<file path="src/rtl/local_ni_pkg.sv">
// Shared flit format, productive-vector bit order and the route computation
// used to build PVLocal for flits entering the router's local port.
package local_ni_pkg;

    localparam int WIDTH_PORT = 16;
    localparam int WIDTH_PV   = 4;
    localparam int COORD_W    = 3;
    localparam int POS_X_DST  = 0;
    localparam int POS_Y_DST  = 3;

    // PV bit order, identical to what the router's allocator consumes
    localparam int PV_N = 0;
    localparam int PV_E = 1;
    localparam int PV_S = 2;
    localparam int PV_W = 3;

    function automatic logic [WIDTH_PV-1:0] route_comp(
        input logic                  valid,
        input logic [WIDTH_PORT-1:0] flit,
        input logic [COORD_W-1:0]    cur_x,
        input logic [COORD_W-1:0]    cur_y
    );
        logic [COORD_W-1:0]  dst_x;
        logic [COORD_W-1:0]  dst_y;
        logic [WIDTH_PV-1:0] pv;
        dst_x = flit[POS_X_DST +: COORD_W];
        dst_y = flit[POS_Y_DST +: COORD_W];
        pv    = '0;
        if (valid) begin
            pv[PV_N] = (dst_y < cur_y);
            pv[PV_E] = (dst_x > cur_x);
            pv[PV_S] = (dst_y > cur_y);
            pv[PV_W] = (dst_x < cur_x);
        end
        return pv;
    endfunction

endpackage

</file>
<file path="src/rtl/local_ni_fifo.sv">
// Small synchronous FIFO with a combinational head; head reads as zero when
// empty so downstream logic never sees stale storage after reset.
module ni_fifo #(
    parameter int WIDTH = 16,
    parameter int DEPTH = 4
) (
    input  logic             clk,
    input  logic             rst,
    input  logic             push_i,
    input  logic             pop_i,
    input  logic [WIDTH-1:0] data_i,
    output logic [WIDTH-1:0] head_o,
    output logic             full_o,
    output logic             empty_o
);
    localparam int PTR_W = $clog2(DEPTH);

    logic [WIDTH-1:0] mem_q [DEPTH];
    logic [PTR_W-1:0] wr_ptr_q, wr_ptr_d;
    logic [PTR_W-1:0] rd_ptr_q, rd_ptr_d;
    logic [PTR_W:0]   count_q, count_d;
    logic             do_push, do_pop;

    assign empty_o = (count_q == '0);
    assign full_o  = (count_q == (PTR_W+1)'(DEPTH));
    assign head_o  = empty_o ? '0 : mem_q[rd_ptr_q];

    // When full, a push is only taken alongside a pop: the write lands in the
    // slot being vacated, which is still read combinationally this cycle.
    assign do_pop  = pop_i & ~empty_o;
    assign do_push = push_i & (~full_o | do_pop);

    always_comb begin
        wr_ptr_d = wr_ptr_q;
        rd_ptr_d = rd_ptr_q;
        if (do_push) wr_ptr_d = wr_ptr_q + PTR_W'(1);
        if (do_pop)  rd_ptr_d = rd_ptr_q + PTR_W'(1);
        count_d = count_q + {{PTR_W{1'b0}}, do_push} - {{PTR_W{1'b0}}, do_pop};
    end

    always_ff @(posedge clk or posedge rst) begin
        if (rst) begin
            wr_ptr_q <= '0;
            rd_ptr_q <= '0;
            count_q  <= '0;
        end else begin
            wr_ptr_q <= wr_ptr_d;
            rd_ptr_q <= rd_ptr_d;
            count_q  <= count_d;
        end
    end

    always_ff @(posedge clk) begin
        if (do_push) mem_q[wr_ptr_q] <= data_i;
    end

endmodule

</file>
<file path="src/rtl/local_ni.sv">
// Local network interface for a bufferless router: gates injection on a free
// router input channel and buffers unconditionally ejected flits for the core.
module local_ni
    import local_ni_pkg::*;
#(
    parameter int                 INJ_DEPTH = 4,
    parameter int                 EJ_DEPTH  = 4,
    parameter int                 CNT_W     = 16,
    parameter logic [COORD_W-1:0] POS_X     = '0,
    parameter logic [COORD_W-1:0] POS_Y     = '0
) (
    input  logic                  clk,
    input  logic                  reset,
    input  logic [WIDTH_PORT-1:0] core_flit,
    input  logic                  core_valid,
    output logic                  core_ready,
    input  logic [WIDTH_PORT-1:0] dinW,
    input  logic [WIDTH_PORT-1:0] dinE,
    input  logic [WIDTH_PORT-1:0] dinS,
    input  logic [WIDTH_PORT-1:0] dinN,
    input  logic [WIDTH_PORT-1:0] dinBypass,
    output logic [WIDTH_PORT-1:0] dinLocal,
    output logic [WIDTH_PV-1:0]   PVLocal,
    input  logic [WIDTH_PORT-1:0] doutLocal,
    output logic [WIDTH_PORT-1:0] ej_flit,
    output logic                  ej_valid,
    input  logic                  ej_ready,
    output logic                  ej_overflow,
    output logic [CNT_W-1:0]      inj_stall
);
    logic                  inj_full, inj_empty, ej_full, ej_empty;
    logic [WIDTH_PORT-1:0] inj_head;
    logic                  free, push_inj, pop_inj;
    logic                  push_ej, pop_ej, drop_ej, ej_in;
    logic [CNT_W-1:0]      inj_stall_q, inj_stall_d;
    logic                  ej_overflow_q, ej_overflow_d;

    assign core_ready = ~inj_full & ~reset;
    assign push_inj   = core_valid & core_ready & (|core_flit);

    // A same-cycle ejection is deliberately not treated as freeing a channel.
    assign free    = ~(|dinW) | ~(|dinE) | ~(|dinS) | ~(|dinN) | ~(|dinBypass);
    assign pop_inj = ~inj_empty & free;

    ni_fifo #(.WIDTH(WIDTH_PORT), .DEPTH(INJ_DEPTH)) u_inj_fifo (
        .clk     (clk),
        .rst     (reset),
        .push_i  (push_inj),
        .pop_i   (pop_inj),
        .data_i  (core_flit),
        .head_o  (inj_head),
        .full_o  (inj_full),
        .empty_o (inj_empty)
    );

    always_comb begin
        dinLocal = '0;
        PVLocal  = '0;
        if (pop_inj) begin
            dinLocal = inj_head;
            PVLocal  = route_comp(~inj_empty, inj_head, POS_X, POS_Y);
        end
    end

    assign ej_in    = |doutLocal;
    assign ej_valid = ~ej_empty;
    assign pop_ej   = ej_valid & ej_ready;
    assign push_ej  = ej_in & (~ej_full | pop_ej);
    assign drop_ej  = ej_in & ej_full & ~pop_ej;

    ni_fifo #(.WIDTH(WIDTH_PORT), .DEPTH(EJ_DEPTH)) u_ej_fifo (
        .clk     (clk),
        .rst     (reset),
        .push_i  (push_ej),
        .pop_i   (pop_ej),
        .data_i  (doutLocal),
        .head_o  (ej_flit),
        .full_o  (ej_full),
        .empty_o (ej_empty)
    );

    always_comb begin
        inj_stall_d   = inj_stall_q;
        ej_overflow_d = ej_overflow_q | drop_ej;
        if (~inj_empty & ~free & ~(&inj_stall_q)) begin
            inj_stall_d = inj_stall_q + CNT_W'(1);
        end
    end

    always_ff @(posedge clk or posedge reset) begin
        if (reset) begin
            inj_stall_q   <= '0;
            ej_overflow_q <= 1'b0;
        end else begin
            inj_stall_q   <= inj_stall_d;
            ej_overflow_q <= ej_overflow_d;
        end
    end

    assign inj_stall   = inj_stall_q;
    assign ej_overflow = ej_overflow_q;

endmodule

</file>
<file path="config.mk">
export PLATFORM = sky130hd
export DESIGN_NAME = local_ni
export DESIGN_NICKNAME = d
export VERILOG_FILES = /design/src/rtl/local_ni_pkg.sv /design/src/rtl/local_ni_fifo.sv /design/src/rtl/local_ni.sv
export SDC_FILE = /design/constraint.sdc
export NUM_CORES = 1
export LEC_CHECK = 0
export CAP_MARGIN = 20
export CORE_UTILIZATION = 53
export DETAILED_ROUTE_END_ITERATION = 12
export HOLD_SLACK_MARGIN = 0.1
export PLACE_DENSITY = 0.86
export SYNTH_ARGS = -nofsm -noshare
export SYNTH_HDL_FRONTEND = slang
export SYNTH_SLANG_ARGS = --single-unit
</file>
<file path="constraint.sdc">
create_clock -name clk -period 6.4 [get_ports clk]
set_input_delay 1.28 -clock clk [delete_from_list [all_inputs] [get_ports clk]]
set_output_delay 1.28 -clock clk [all_outputs]
set_load 0.005 [all_outputs]
</file>
Word level (Yosys, flattened, before mapping)
Memories as Yosys holds them, arrays and structs flattened. Cells that the tools add are included.

$add $sub $neg: 9. Equality and inequality tests: 2. $lt $le $gt $ge: 4. Reduce and logical (&&, ||, !) cells: 10. Bitwise logic cells: 35. Muxes and demuxes: 9.

Operator list (count): $reduce_or A16 Y1 (7); $mux W16 (3); $add A16 B1 Y16 const B (1); $reduce_and A16 Y1 (1); $and A1 B1 Y1 (14); $not A1 Y1 (13); $add A2 B1 Y2 const B (4); $mux W4 (2); $or A1 B1 Y1 (8); $add A3 B1 Y3 (2); $eq A3 B3 Y1 const B (2); $gt A3 B1 Y1 const B (2); $logic_not A3 Y1 (2); $lt A3 B1 Y1 const B (2); $sub A3 B1 Y3 (2); $mux W1 (4).

Bits in writable memories: 128. Input port bits: 116. Memories: 2. Bits in registers: 31. Logic and storage cells: 79.

Memories: u_ej_fifo.mem_q (depth 4, bits a word 16, read ports 1, clocked after memory_dff 0, wr ports 1, RTL line local_ni_fifo.sv:18) `logic [WIDTH-1:0] mem_q [DEPTH];`; u_inj_fifo.mem_q (depth 4, bits a word 16, read ports 1, clocked after memory_dff 0, wr ports 1, RTL line local_ni_fifo.sv:18).

Logic depth before layout (Yosys ltp)
Depth in word-level cells: 12. Gate-level depth with buffers: 14. Gate-level depth less buffers: 13.

Cells and area by module
From an unflattened synthesis, not the netlist that was laid out.

Cells, all modules: 426. Area, all modules: 7083.0 um2.

By module, submodules not included: ni_fifo (instances 2, sequential area each 2097.0 um2, area each 2851.5 um2, cells an instance 138); local_ni (instances 1, sequential area each 425.4 um2, area each 1380.1 um2, cells an instance 150).

Worst setup path before layout
OpenSTA, ideal clock, no wires.

Path type: input-to-output. From: input dinN[2]. To: output dinLocal[10]. Cell stages on the path: 7. Path slack: 2.668 ns. Data required time: 5.120 ns. Data arrival time: 2.452 ns. Path through: nor4_1 -> nand4_1 -> nand3_1 -> or2_2 -> buf_2 -> clkbuf_1 -> and3_1.

Longest elaborated chain between the ends: 6.

RTL lines: start, declared (RTL line local_ni.sv:20) `input logic [WIDTH_PORT-1:0] dinN,`; $reduce_or A16 Y1 (RTL line local_ni.sv:42) `assign free = ~(|dinW) | ~(|dinE) | ~(|dinS) | ~(|dinN) | ~(|dinBypass);`; $not A1 Y1 (RTL line local_ni.sv:42); $or A1 B1 Y1 (2 in series) (RTL line local_ni.sv:42); $and A1 B1 Y1 (RTL line local_ni.sv:43) `assign pop_inj = ~inj_empty & free;`; $mux W16 (RTL line local_ni.sv:59) `if (pop_inj) begin`; end, declared (RTL line local_ni.sv:22) `output logic [WIDTH_PORT-1:0] dinLocal,`.

No other way between the ends.

Worst setup path after layout
From: input dinN[13]. To: output PVLocal[1].

Longest elaborated chain between the ends: 6.

RTL lines: $reduce_or A16 Y1 (RTL line local_ni.sv:42); $not A1 Y1 (RTL line local_ni.sv:42); $or A1 B1 Y1 (2 in series) (RTL line local_ni.sv:42); $and A1 B1 Y1 (RTL line local_ni.sv:43); $mux W4 (RTL line local_ni.sv:59); end, declared (RTL line local_ni.sv:23) `output logic [WIDTH_PV-1:0] PVLocal,`.

No other way between the ends.

==> results.cfg <==
[synth]
syn-cell-area_um2 = 6720
synth.avg_cell_area_um2 = 17.0
netlist_instances = 396
synthFlopType = edfxtp_1
muxShareOfSynthArea_pct = 11.2
synth_seq_cells = 159
synth_edf_count = 128
synthSimpleGateAreaFrac_pct = 11.2
synth_compound_area_share_pct = 0.484
synth-async-reset-ratio_pct = 19.5
ys_types = 36
synth-xor-area-share_pct = 3.00
yosys_warnings = 0
yosys.area_share.adder_pct = 3.02
synth_top_family_by_area = multiplexers
ys_seq_area_share_pct = 68.8

[sta]
period_share_pct = 79.7
finalSetupTns_ps = 0
min_period_ps = 5100
max-slew-margin-rel_pct = 42.4
finalSetupViolations = 0
slew_violations = 0
finalClockSkew_ps = 10.7
tightest_slew_ps = 864
rsz0062_at_grt = false
fmax_mhz = 196
hold_violations = 0

[pwr]
switching_share_pct = 27.3
power.switching_w = 0.000972
comb_power_share_pct = 28.2
power.total_w = 0.00356
power.internal_w = 0.00259
powerDensity_nw_per_um2 = 388
pwr-share-clk_pct = 27.8
leakage_nw = 3.30
power_frac_seq_pct = 44.0
ir_drop_mv = 0.281

[drt]
avgRoutedWirePerCell_um = 20.3
drc = 0
postRouteAntennaNets = 0
top_layer = met4
met1_length_mm = 6.19
wirelength_mm = 15.2
met3WireLength_um = 738
num_vias = 4181
wl_met2_mm = 8.09
vias_per_cell = 5.58
drtIter0Drc = 257
drtPass1Iterations = 4

[floorplan]
dieArea_um2 = 13100
rows = 40
dieWidth_um = 115
die_h_um = 115
core_area_um2 = 12200
io_pins = 171
initial_core_util_pct = 55.2

[final_layout]
final_nets = 699
diodes = 0
drive_above_1_share_pct = 12.7
area_delta_synth_final_pct = 36.7
mostFrequentLayoutCells = clkdlybuf4s50_1, edfxtp_1, mux4_2
mostFrequentLayoutCell = clkdlybuf4s50_1

[place]
portBuffers = 168
dp_hpwl_mm = 10.1
place.gp.congestion = 0.745

[min_path]
hold_class = reg2reg

[global_routing]
grt_use_total_pct = 24.9
grt_pass1_vias = 4368
grt-ovfl-total = 0
grt_pass1_wl_mm = 23.6
grt_max_degree = 32
antenna_found_initial = 0

[critical_path]
crit_required_ps = 5120
end_kind = primary output
arrival_ps = 3820
path_class = in2out
r2r_slack_ps = 3500
cp-start-kind = primary input
critical_path.max_fanout = 20

[cts]
cts.repair.resized = 0
clock_sinks = 159
postCtsHoldBufs = 0
htree_levels = 4
clkTransAtPathRegs_ps = 60
post_cts_buffers = 0
clockBufferDepth = 2
cts_tree = done
cts_buffers = 17
cts_root_buffer = clkbuf_16
insertion_delay_ps = 420

[status]
status = finished clean

[job]
max_cap_violations = 0
==> final cells by class <==
type	instances	area, µm²
fill	724	2980
timing repair buffer	171	1740
clock inverter	7	40.0
tap	168	210
inverter	16	60.1
sequential	159	4620
clock buffer	25	558
multi-input combinational	203	1950
==> synth_stat cells, types with 2 or more instances <==
cell,instances,area (µm²)
edfxtp_1,128,3840
mux4_2,32,721
dfrtp_1,31,776
nor4_1,28,175
and2_1,25,156
xnor2_1,21,184
and3_1,18,113
inv_1,16,60.1
nand4_1,15,93.8
ha_1,13,163
clkbuf_1,10,37.5
nand2_1,9,33.8
nand3_1,6,30.0
buf_2,5,25.0
nor2_1,5,18.8
nor3_1,5,25.0
and4_1,3,26.3
and3_2,2,15.0
buf_4,2,15.0
fa_1,2,40.0
mux2_2,2,22.5
o21ai_0,2,10.0
or3_1,2,12.5
xor2_1,2,17.5
==> state kept, by name, summed over array words and instances (netlist names) <==
signal and cells:
u_ej_fifo.mem_q 64, u_inj_fifo.mem_q 64, inj_stall 16, u_ej_fifo.count_q 3, u_inj_fifo.count_q 3, u_ej_fifo.rd_ptr_q 2
u_ej_fifo.wr_ptr_q 2, u_inj_fifo.rd_ptr_q 2, u_inj_fifo.wr_ptr_q 2, ej_overflow 1
==> logic make-up (layout without fill, tap and decap cells) <==
kind of cell / count (synthesis) / in the layout
muxes: 35 / 35
and+or+nand+nor: 123 / 123
buffers and inverters: 35 / 219
other: 1 / 2
adders and majority gates: 15 / 15
DFF: 159 / 159
xor gates and xnor gates: 23 / 23
AOI/OAI and AO/OA: 5 / 5
==> per-layer routing <==
| metal | vias up | GRT usage [%] |
|---|---|---|
| li1 | 1897 | - |
| met1 | 2120 | 32.9 |
| met2 | 149 | 40.7 |
| met3 | 15 | 6.35 |
| met4 | 0 | 8.23 |
| met5 | - | 0 |
==> power groups by stage <==
| stage | sequential, W | clock, W | combinational, W |
|---|---|---|---|
| 2_1_floorplan | 0.00150 | 0 | 0.000567 |
| 3_3_place_gp | 0.00157 | 0 | 0.000923 |
| 3_5_place_dp | 0.00160 | 0 | 0.000955 |
| 4_1_cts | 0.00159 | 0.00100 | 0.000975 |
| 5_1_grt | 0.00159 | 0.00105 | 0.00110 |
| 6_report | 0.00157 | 0.000990 | 0.00101 |
==> worst paths after layout <==
| kind | startpoint | end | cells after the start |
|---|---|---|---|
| setup / recovery | dinN[13] | PVLocal[1] | 8 |
| hold / removal | ej_overflow | ej_overflow | 1 |
| setup reg to reg | u_inj_fifo.count_q[1] | u_inj_fifo.count_q[2] | 10 |
| hold reg to reg | ej_overflow | ej_overflow | 1 |
| max in group asynchronous | reset | u_ej_fifo.rd_ptr_q[0] | 3 |
| min in group asynchronous | reset | u_inj_fifo.count_q[0] | 3 |
==> critical path, cell delays in order <==
cell,delay [ps]
clkdlybuf4s50_1,420
nor4_1,380
nand4_1,220
nand3_1,210
or2_2,390
nand2_1,200
nor2_1,190
clkdlybuf4s50_1,530
==> through the flow <==
| stage | instance area, µm² | hold WS (ps) | instances | utilization, % | worst slack, ps |
|---|---|---|---|---|---|
| final | 9180 | 489 | 749 | 75.5 | 1300 |
| after global routing | 9180 | 521 | 749 | 75.5 | 1180 |
| after CTS | 9120 | 499 | 747 | 75.0 | 1300 |
| after detailed placement | 8530 | 478 | 715 | 70.1 | 1310 |
| after global placement | 8530 | 468 | 715 | 70.1 | 1570 |
| after floorplan | 6720 | 451 | 397 | - | 2670 |
Note: power is estimated with default switching activity, not from simulation.
